===== src/rtl/multiword_add_sequencer_if.sv =====
// Operand/result handshake bundle for multiword_add_sequencer.
// The master drives operands and out_ready. The slave is the sequencer itself.
interface multiword_add_sequencer_if #(
  parameter int WIDTH = 32
);
  logic             in_valid;
  logic             in_ready;
  logic [WIDTH-1:0] in_a;
  logic [WIDTH-1:0] in_b;
  logic             in_sub;
  logic             in_cin;
  logic             out_valid;
  logic             out_ready;
  logic [WIDTH-1:0] out_sum;
  logic             out_cout;
  logic             out_ovf;
  logic             busy;

  modport master (
    output in_valid, in_a, in_b, in_sub, in_cin, out_ready,
    input  in_ready, out_valid, out_sum, out_cout, out_ovf, busy
  );

  modport slave (
    input  in_valid, in_a, in_b, in_sub, in_cin, out_ready,
    output in_ready, out_valid, out_sum, out_cout, out_ovf, busy
  );
endinterface


===== src/rtl/multiword_add_sequencer.sv =====
// Adds or subtracts WIDTH-bit operands through one shared SLICE-bit adder.
// It processes one slice per clock, LSB first, and keeps the inter-slice carry in a register.
module multiword_add_sequencer #(
  parameter int WIDTH = 32,
  parameter int SLICE = 8
) (
  input  logic                     clk,
  input  logic                     rst_n,
  multiword_add_sequencer_if.slave bus
);
  localparam int NUM_SLICES = WIDTH / SLICE;
  localparam int IDX_W      = (NUM_SLICES > 1) ? $clog2(NUM_SLICES) : 1;

  typedef enum logic [1:0] {
    S_IDLE = 2'd0,
    S_RUN  = 2'd1,
    S_DONE = 2'd2
  } state_t;

  state_t           r_state;
  state_t           w_next;
  logic [WIDTH-1:0] r_a;
  logic [WIDTH-1:0] r_b;
  logic [WIDTH-1:0] r_sum;
  logic             r_carry;
  logic             r_cout;
  logic             r_ovf;
  logic [IDX_W-1:0] r_idx;

  logic [SLICE-1:0] w_a_sl;
  logic [SLICE-1:0] w_b_sl;
  logic [SLICE:0]   w_res;
  logic             w_msb_cin;
  logic             w_last;
  logic             w_accept;
  logic             w_in_ready;
  logic             w_out_valid;
  logic             w_busy;

  always_comb begin
    w_a_sl = '0;
    w_b_sl = '0;
    for (int unsigned k = 0; k < NUM_SLICES; k++) begin
      if (r_idx == IDX_W'(k)) begin
        w_a_sl = r_a[k*SLICE +: SLICE];
        w_b_sl = r_b[k*SLICE +: SLICE];
      end
    end
  end

  assign w_res = {1'b0, w_a_sl} + {1'b0, w_b_sl} + {{SLICE{1'b0}}, r_carry};
  // The carry into the slice MSB is recovered from the sum bit. This avoids a second adder.
  assign w_msb_cin = w_a_sl[SLICE-1] ^ w_b_sl[SLICE-1] ^ w_res[SLICE-1];
  assign w_last    = (r_idx == IDX_W'(NUM_SLICES - 1));

  always_comb begin
    w_next      = r_state;
    w_accept    = 1'b0;
    w_in_ready  = 1'b0;
    w_out_valid = 1'b0;
    w_busy      = 1'b0;
    case (r_state)
      S_IDLE: begin
        w_in_ready = 1'b1;
        if (bus.in_valid) begin
          w_accept = 1'b1;
          w_next   = S_RUN;
        end
      end
      S_RUN: begin
        w_busy = 1'b1;
        if (w_last) w_next = S_DONE;
      end
      S_DONE: begin
        w_busy      = 1'b1;
        w_out_valid = 1'b1;
        if (bus.out_ready) w_next = S_IDLE;
      end
      default: w_next = S_IDLE;
    endcase
  end

  always_ff @(posedge clk or negedge rst_n) begin
    if (!rst_n) r_state <= S_IDLE;
    else        r_state <= w_next;
  end

  always_ff @(posedge clk or negedge rst_n) begin
    if (!rst_n) begin
      r_a     <= '0;
      r_b     <= '0;
      r_sum   <= '0;
      r_carry <= 1'b0;
      r_cout  <= 1'b0;
      r_ovf   <= 1'b0;
      r_idx   <= '0;
    end else if (w_accept) begin
      r_a     <= bus.in_a;
      r_b     <= bus.in_sub ? ~bus.in_b : bus.in_b;
      r_carry <= bus.in_sub ? 1'b1 : bus.in_cin;
      r_idx   <= '0;
    end else if (r_state == S_RUN) begin
      for (int unsigned k = 0; k < NUM_SLICES; k++) begin
        if (r_idx == IDX_W'(k)) r_sum[k*SLICE +: SLICE] <= w_res[SLICE-1:0];
      end
      r_carry <= w_res[SLICE];
      r_idx   <= r_idx + IDX_W'(1);
      if (w_last) begin
        r_cout <= w_res[SLICE];
        r_ovf  <= w_msb_cin ^ w_res[SLICE];
      end
    end
  end

  assign bus.in_ready  = w_in_ready;
  assign bus.out_valid = w_out_valid;
  assign bus.busy      = w_busy;
  assign bus.out_sum   = r_sum;
  assign bus.out_cout  = r_cout;
  assign bus.out_ovf   = r_ovf;
endmodule


===== src/flat_wrapper.sv =====
// flat-port wrapper written by rule: the top's interface ports become plain ports
module multiword_add_sequencer_flat 
#(
  parameter int WIDTH = 32,
  parameter int SLICE = 8
)
  (clk, rst_n, bus_in_valid, bus_in_a, bus_in_b, bus_in_sub, bus_in_cin, bus_out_ready, bus_in_ready, bus_out_valid, bus_out_sum, bus_out_cout, bus_out_ovf, bus_busy);
  multiword_add_sequencer_if #(.WIDTH(WIDTH)) bus_i ();
  input  logic clk;
  input  logic rst_n;
  input wire logic [$bits(bus_i.in_valid)-1:0] bus_in_valid;
  input wire logic [$bits(bus_i.in_a)-1:0] bus_in_a;
  input wire logic [$bits(bus_i.in_b)-1:0] bus_in_b;
  input wire logic [$bits(bus_i.in_sub)-1:0] bus_in_sub;
  input wire logic [$bits(bus_i.in_cin)-1:0] bus_in_cin;
  input wire logic [$bits(bus_i.out_ready)-1:0] bus_out_ready;
  output wire logic [$bits(bus_i.in_ready)-1:0] bus_in_ready;
  output wire logic [$bits(bus_i.out_valid)-1:0] bus_out_valid;
  output wire logic [$bits(bus_i.out_sum)-1:0] bus_out_sum;
  output wire logic [$bits(bus_i.out_cout)-1:0] bus_out_cout;
  output wire logic [$bits(bus_i.out_ovf)-1:0] bus_out_ovf;
  output wire logic [$bits(bus_i.busy)-1:0] bus_busy;
  assign bus_i.in_valid = bus_in_valid;
  assign bus_i.in_a = bus_in_a;
  assign bus_i.in_b = bus_in_b;
  assign bus_i.in_sub = bus_in_sub;
  assign bus_i.in_cin = bus_in_cin;
  assign bus_i.out_ready = bus_out_ready;
  assign bus_in_ready = bus_i.in_ready;
  assign bus_out_valid = bus_i.out_valid;
  assign bus_out_sum = bus_i.out_sum;
  assign bus_out_cout = bus_i.out_cout;
  assign bus_out_ovf = bus_i.out_ovf;
  assign bus_busy = bus_i.busy;
  multiword_add_sequencer #(.WIDTH(WIDTH), .SLICE(SLICE)) u_core (.clk(clk), .rst_n(rst_n), .bus(bus_i));
endmodule

===== config.mk =====
export PLATFORM = sky130hd
export DESIGN_NAME = multiword_add_sequencer_flat
export DESIGN_NICKNAME = d
export VERILOG_FILES = /design/src/rtl/multiword_add_sequencer_if.sv /design/src/rtl/multiword_add_sequencer.sv /design/src/flat_wrapper.sv
export SDC_FILE = /design/constraint.sdc
export NUM_CORES = 1
export LEC_CHECK = 0
export CORE_UTILIZATION = 39
export CTS_BUF_LIST = sky130_fd_sc_hd__clkbuf_4
export DETAILED_ROUTE_END_ITERATION = 10
export SLEW_MARGIN = 0
export SYNTH_ARGS = -nofsm -noshare
export SYNTH_HDL_FRONTEND = slang
export SYNTH_SLANG_ARGS = --single-unit
export TNS_END_PERCENT = 30

===== constraint.sdc =====
create_clock -name clk -period 4.6 [get_ports clk]
set_input_delay 0.69 -clock clk [delete_from_list [all_inputs] [get_ports clk]]
set_output_delay 0.69 -clock clk [all_outputs]
set_load 0.01 [all_outputs]

* Yosys cells after proc, flatten, opt, wreduce, memory -nomap -nowiden
Cells that the tools add are included.
Widths: inputs -> output; s select.
** Storage, ports and cells
- Flip-flop bits (word level) :: 103
- Logic and storage cells :: 59
- Output and inout port bits :: 37
- Bits of input ports :: 70
** Cells by class
- Muxes and demuxes :: 23
- Bitwise operators :: 5
- Reduce and logical (&&, ||, !) cells :: 9
- Eq/ne operators :: 8
- $add $sub $neg :: 3
** Operator list (number)
- $mux 8 :: 8
- $mux 32 :: 1
- $not 32->32 :: 1
- $reduce_and 3->1 :: 5
- $mux 2 :: 5
- $add 8x8->9 :: 1
- $add 9x1->9 :: 1
- $mux 1 :: 8
- $eq 2x2->1 const B :: 3
- $pmux 2 s3 :: 1
- $eq 2x1->1 const B :: 2
- $logic_not 2->1 :: 2
- $ne 2x2->1 const B :: 2
- $xor 1x1->1 :: 3
- $add 2x1->2 const B :: 1
- $ne 2x1->1 const B :: 1
- $reduce_bool 2->1 :: 1
- $reduce_or 2->1 :: 1
- $not 1->1 :: 1

* Longest topological paths before layout
- Depth in word-level cells :: 9
- Depth in mapped cells :: 16
- Depth with buffers taken out :: 15

* Worst setup path after synthesis
No wires, ideal clock.
- Path type :: reg2reg
- Start point :: reg u_core.r_idx[0]
- End point :: reg u_core.r_sum[23], in the netlist u_core.bus.out_sum[23]
- Slack :: 1.813 ns
- Library setup time :: 0.135 ns
- Required time :: 4.465 ns
- Period minus slack after synthesis :: 2.787 ns
- Buffers on the path :: 2
- Cell stages (with the launch flop) :: 13
- Arrival time :: 2.652 ns
- Cell sequence :: dfrtp_1 > inv_1 > ha_1 > clkbuf_1 > clkbuf_1 > a21oi_1 > o21ai_0 > ha_1 > or2b_1 > a21oi_2 > o41a_4 > xnor2_2 > o21ai_0
** Between the ends
- Cells in the longest elaborated chain, start to end :: 7
- Elaborated cells on any way between the ends :: 15
- Classes of those cells :: add/sub (2); eq/ne (3); mux (8); reduce/logical (2)
** Ends and longest elaborated chain
- from (decl) :: line multiword_add_sequencer.sv:28 : logic [IDX_W-1:0] r_idx;
- from (signal assigned) :: line multiword_add_sequencer.sv:107 : r_idx <= r_idx + IDX_W'(1);
- $logic_not 2->1 :: line multiword_add_sequencer.sv:44 : if (r_idx == IDX_W'(k)) begin
- $mux 8 (4 in a row) :: line multiword_add_sequencer.sv:44
- $add 8x8->9 :: line multiword_add_sequencer.sv:51 : assign w_res = {1'b0, w_a_sl} + {1'b0, w_b_sl} + {{SLICE{1'b0}}, r_carry};
- $add 9x1->9 :: line multiword_add_sequencer.sv:51
- to (signal, indexed assignment) :: line multiword_add_sequencer.sv:104 : if (r_idx == IDX_W'(k)) r_sum[k*SLICE +: SLICE] <= w_res[SLICE-1:0];
- to (decl) :: line multiword_add_sequencer.sv:24 : logic [WIDTH-1:0] r_sum;
Parallel ways exist; a longest one is shown, timed or not.
A chain may end at the register's enable or synchronous reset.

* Worst setup path after layout
- Start point :: reg u_core.r_idx[1]
- End point :: reg u_core.r_sum[6], in the netlist u_core.bus.out_sum[6]
** Between the ends
- Cells in the longest elaborated chain, start to end :: 7
- Elaborated cells on any way between the ends :: 15
- Classes of those cells :: add/sub (2); eq/ne (3); mux (8); reduce/logical (2)
** Ends and longest elaborated chain (line)
- $logic_not 2->1 :: multiword_add_sequencer.sv:44, multiword_add_sequencer.sv:104
- $mux 8 (4 in a row) :: multiword_add_sequencer.sv:44
- $add 8x8->9 :: multiword_add_sequencer.sv:51
- $add 9x1->9 :: multiword_add_sequencer.sv:51
Parallel ways exist; a longest one is shown, timed or not.

==> qor.yml <==
global_routing:
  grt_pass1_vias: 3773
  grt_pass1_wl_um: 18500
  antenna_found_initial: 0
  grt_max_degree: 73
  overflow: 0
  grt.total_usage: 0.181
routing:
  vias: 3658
  drt-met1-wl_um: 5350
  postRouteAntennaNets: 0
  drc: 0
  first_pass_iters: 4
  post_drt_wl_per_cell_um: 14.9
  wl_met3_um: 440
  wl_met2_um: 5270
  routed_wl_um: 11200
  vias_per_cell: 4.87
  maxUsedRoutingLayer: "met4"
  first_iter_violations: 175
cts:
  cts_made_buffers: 9
  cts.sinks: 103
  insertion_delay_ns: 0.44
  cts.reportedPaths.clkPinSlew_ns: 0.15
  cts_hold_buf: 0
  htreeDepth: 3
  cts_tree: "yes"
  post_cts_buffers: 0
  clk_path_buf_depth: 2
  cts_root_buffer: "clkbuf_4"
  cts-resized-gates: 0
synthesis:
  synthCells: 488
  ys_top_cells_by_area: "dfrtp_1 51%, mux2_2 9.9%, o21ai_0 7.0%, nand2_1 6.7%, xnor2_1 6.5%"
  syn_area_um2: 5020
  synth_top_area_share: 0.513
  syn_area_per_cell_um2: 10.3
  ys_ff_latch: 103
  ys_seq_area_frac: 0.513
  synth_nets: 575
  yosysWarnings: 0
  yosysTopAreaCell: "dfrtp_1"
  ys_types: 30
sta:
  rsz0062_at_grt: "false"
  period_share: 0.780
  period_needed_ns: 3.59
  worstMarginPinSlew_ns: 0.998
  finalHoldViolCount: 0
  finalSetupTns_ns: 0
  fin_skew_ns: 0.0148
  maxSlewHeadroom: 0.335
  fmaxAchievable_mhz: 279
  drv_slew: 0
  setup_viol: 0
setup_path:
  cp-end-kind: "flop"
  required_ns: 4.90
  rr_worst_depth: 15
  startpoint_type: "flop"
  cp_max_fo: 33
  path_class: "flop to flop"
  cp.arrival_ns: 3.89
floorplan:
  io_pins: 107
  coreArea_um2: 12600
  die_width_um: 115
  rows: 41
  dieArea_um2: 13300
  initial_core_util: 0.400
  die_h_um: 115
layout:
  post-route-cell-area_um2: 6290
  area_delta_synth_final_pct: 25.3
  num-nets-final: 663
  num_antenna_cells: 0
  drive_gt1_frac: 0.119
  nFillCells: 1181
place:
  place_area_um2: 6190
  port_buffers: 106
  place.gp.congestion: 0.841
  hpwl_um: 8390
pwr:
  p_leak_uw: 0.00263
  power_uw: 4310
  ir_drop_uv: 250
  pwr_density_cell_nw_per_um2: 685
hold_path:
  min_path_type: "input pin to asynchronous set/reset pin"
status:
  status: "complete, no violations"
run:
  maxCapViolCount: 0
synth_stat cells (all sizes together):
master  count
fa          2
a21o        3
buf        11
nand4       1
clkbuf     21
a21oi      42
ha         15
mux2i       1
nor2        6
o22ai       1
a31oi       1
nand3       4
xor2        2
or2b        1
o41a        1
xnor2      38
and3b       1
inv         9
dfrtp     103
mux2       44
nand2      89
o22a        1
nand2b      2
o21ai      72
nand3b     16
o211ai      1
cell families (layout without fill, tap and decap cells):
group	Yosys count	in the layout	share of synthesized area
buffers and inverters	41	132	0.0334
adder cells (fa/ha/maj)	17	17	0.0454
XOR/XNOR	40	40	0.0713
AO/OA/AOI/OAI	122	122	0.130
flip-flops	103	103	0.513
multiplexers	45	45	0.101
AND/OR/NAND/NOR	120	120	0.106
final cells by class:
class | instances | area (µm²) | share of cell area
Inverter | 9 | 33.8 | 0.00537
Multi-Input combinational cell | 344 | 2280 | 0.363
Clock buffer | 11 | 82.6 | 0.0131
Sequential cell | 103 | 2580 | 0.410
Clock inverter | 3 | 22.5 | 0.00358
Tap cell | 172 | 215 | 0.0342
Timing Repair Buffer | 109 | 1080 | 0.171
layer usage:
metal,global-route usage,up-vias
met4,0.0545,0
met3,0.0298,11
met5,0,-
met1,0.244,1740
met2,0.298,89
li1,-,1818
registers in the layout, summed over array words and instances, names as in the netlist:
name,flops
u_core.bus.out_cout,1
u_core.r_b,32
u_core.r_a,32
u_core.r_idx,2
u_core.bus.out_sum,32
u_core.bus.out_ovf,1
u_core.r_carry,1
u_core.r_state,2
power breakdown:
part / total, µW / switching [µW] / internal [µW] / leakage [µW]
Clock: 395 / 277 / 118 / 0.0000510
Sequential: 1580 / 246 / 1340 / 0.00127
Combinational: 2330 / 1240 / 1080 / 0.00130
Total: 4310 / 1770 / 2540 / 0.00263
cells in the final DEF, fill, tap and decap left out, drive strengths merged, types with 2 or more instances in the layout:
master,instances
xor2,2
inv,9
nand2b,2
a21oi,42
nor2,6
o21ai,72
ha,15
xnor2,38
fa,2
a21o,3
nand2,89
mux2,44
dfrtp,103
clkdlybuf4s50,104
buf,5
nand3,4
clkbuf,11
clkinvlp,3
nand3b,16
through the flow:
| stage | std cells | hold slack, ns | util | setup slack, ns |
|---|---|---|---|---|
| finish | 751 | 0.353 | 0.501 | 1.01 |
| CTS | 751 | 0.375 | 0.501 | 0.953 |
| detailed placement | 737 | 0.470 | 0.492 | 0.985 |
| global placement | 737 | 0.460 | 0.492 | 1.15 |
| floorplan | 488 | 0.394 | - | 1.81 |
| global route | 751 | 0.390 | 0.501 | 0.597 |
critical path: stages, from the launching register on:
cell and delay, ns:
dfrtp_1 0.45, inv_1 0.10, ha_1 0.77, nand3b_1 0.20, a21oi_1 0.07, a21oi_1 0.15
nor2_1 0.05, a21oi_1 0.20, fa_1 0.22, inv_1 0.05, fa_1 0.39, nand3_1 0.11
nand2_1 0.09, a31oi_1 0.20, xor2_1 0.26, o21ai_0 0.14
path summary, 6_finish.rpt:
path                                        startpoint                           endpoint  slack, ns
setup / recovery           u_core.r_idx[1]$_DFFE_PN0P_  u_core.bus.out_sum[6]$_DFFE_PN0P_       1.01
hold / removal                                   rst_n          u_core.r_a[1]$_DFFE_PN0P_       0.35
setup reg to reg           u_core.r_idx[1]$_DFFE_PN0P_  u_core.bus.out_sum[6]$_DFFE_PN0P_       1.01
hold reg to reg             u_core.r_b[17]$_DFFE_PN0P_         u_core.r_b[17]$_DFFE_PN0P_       0.50
max in group asynchronous                        rst_n          u_core.r_b[9]$_DFFE_PN0P_       3.29
min in group clk            u_core.r_b[17]$_DFFE_PN0P_         u_core.r_b[17]$_DFFE_PN0P_       0.50
No activity file was read; power rests on OpenSTA's default activity.
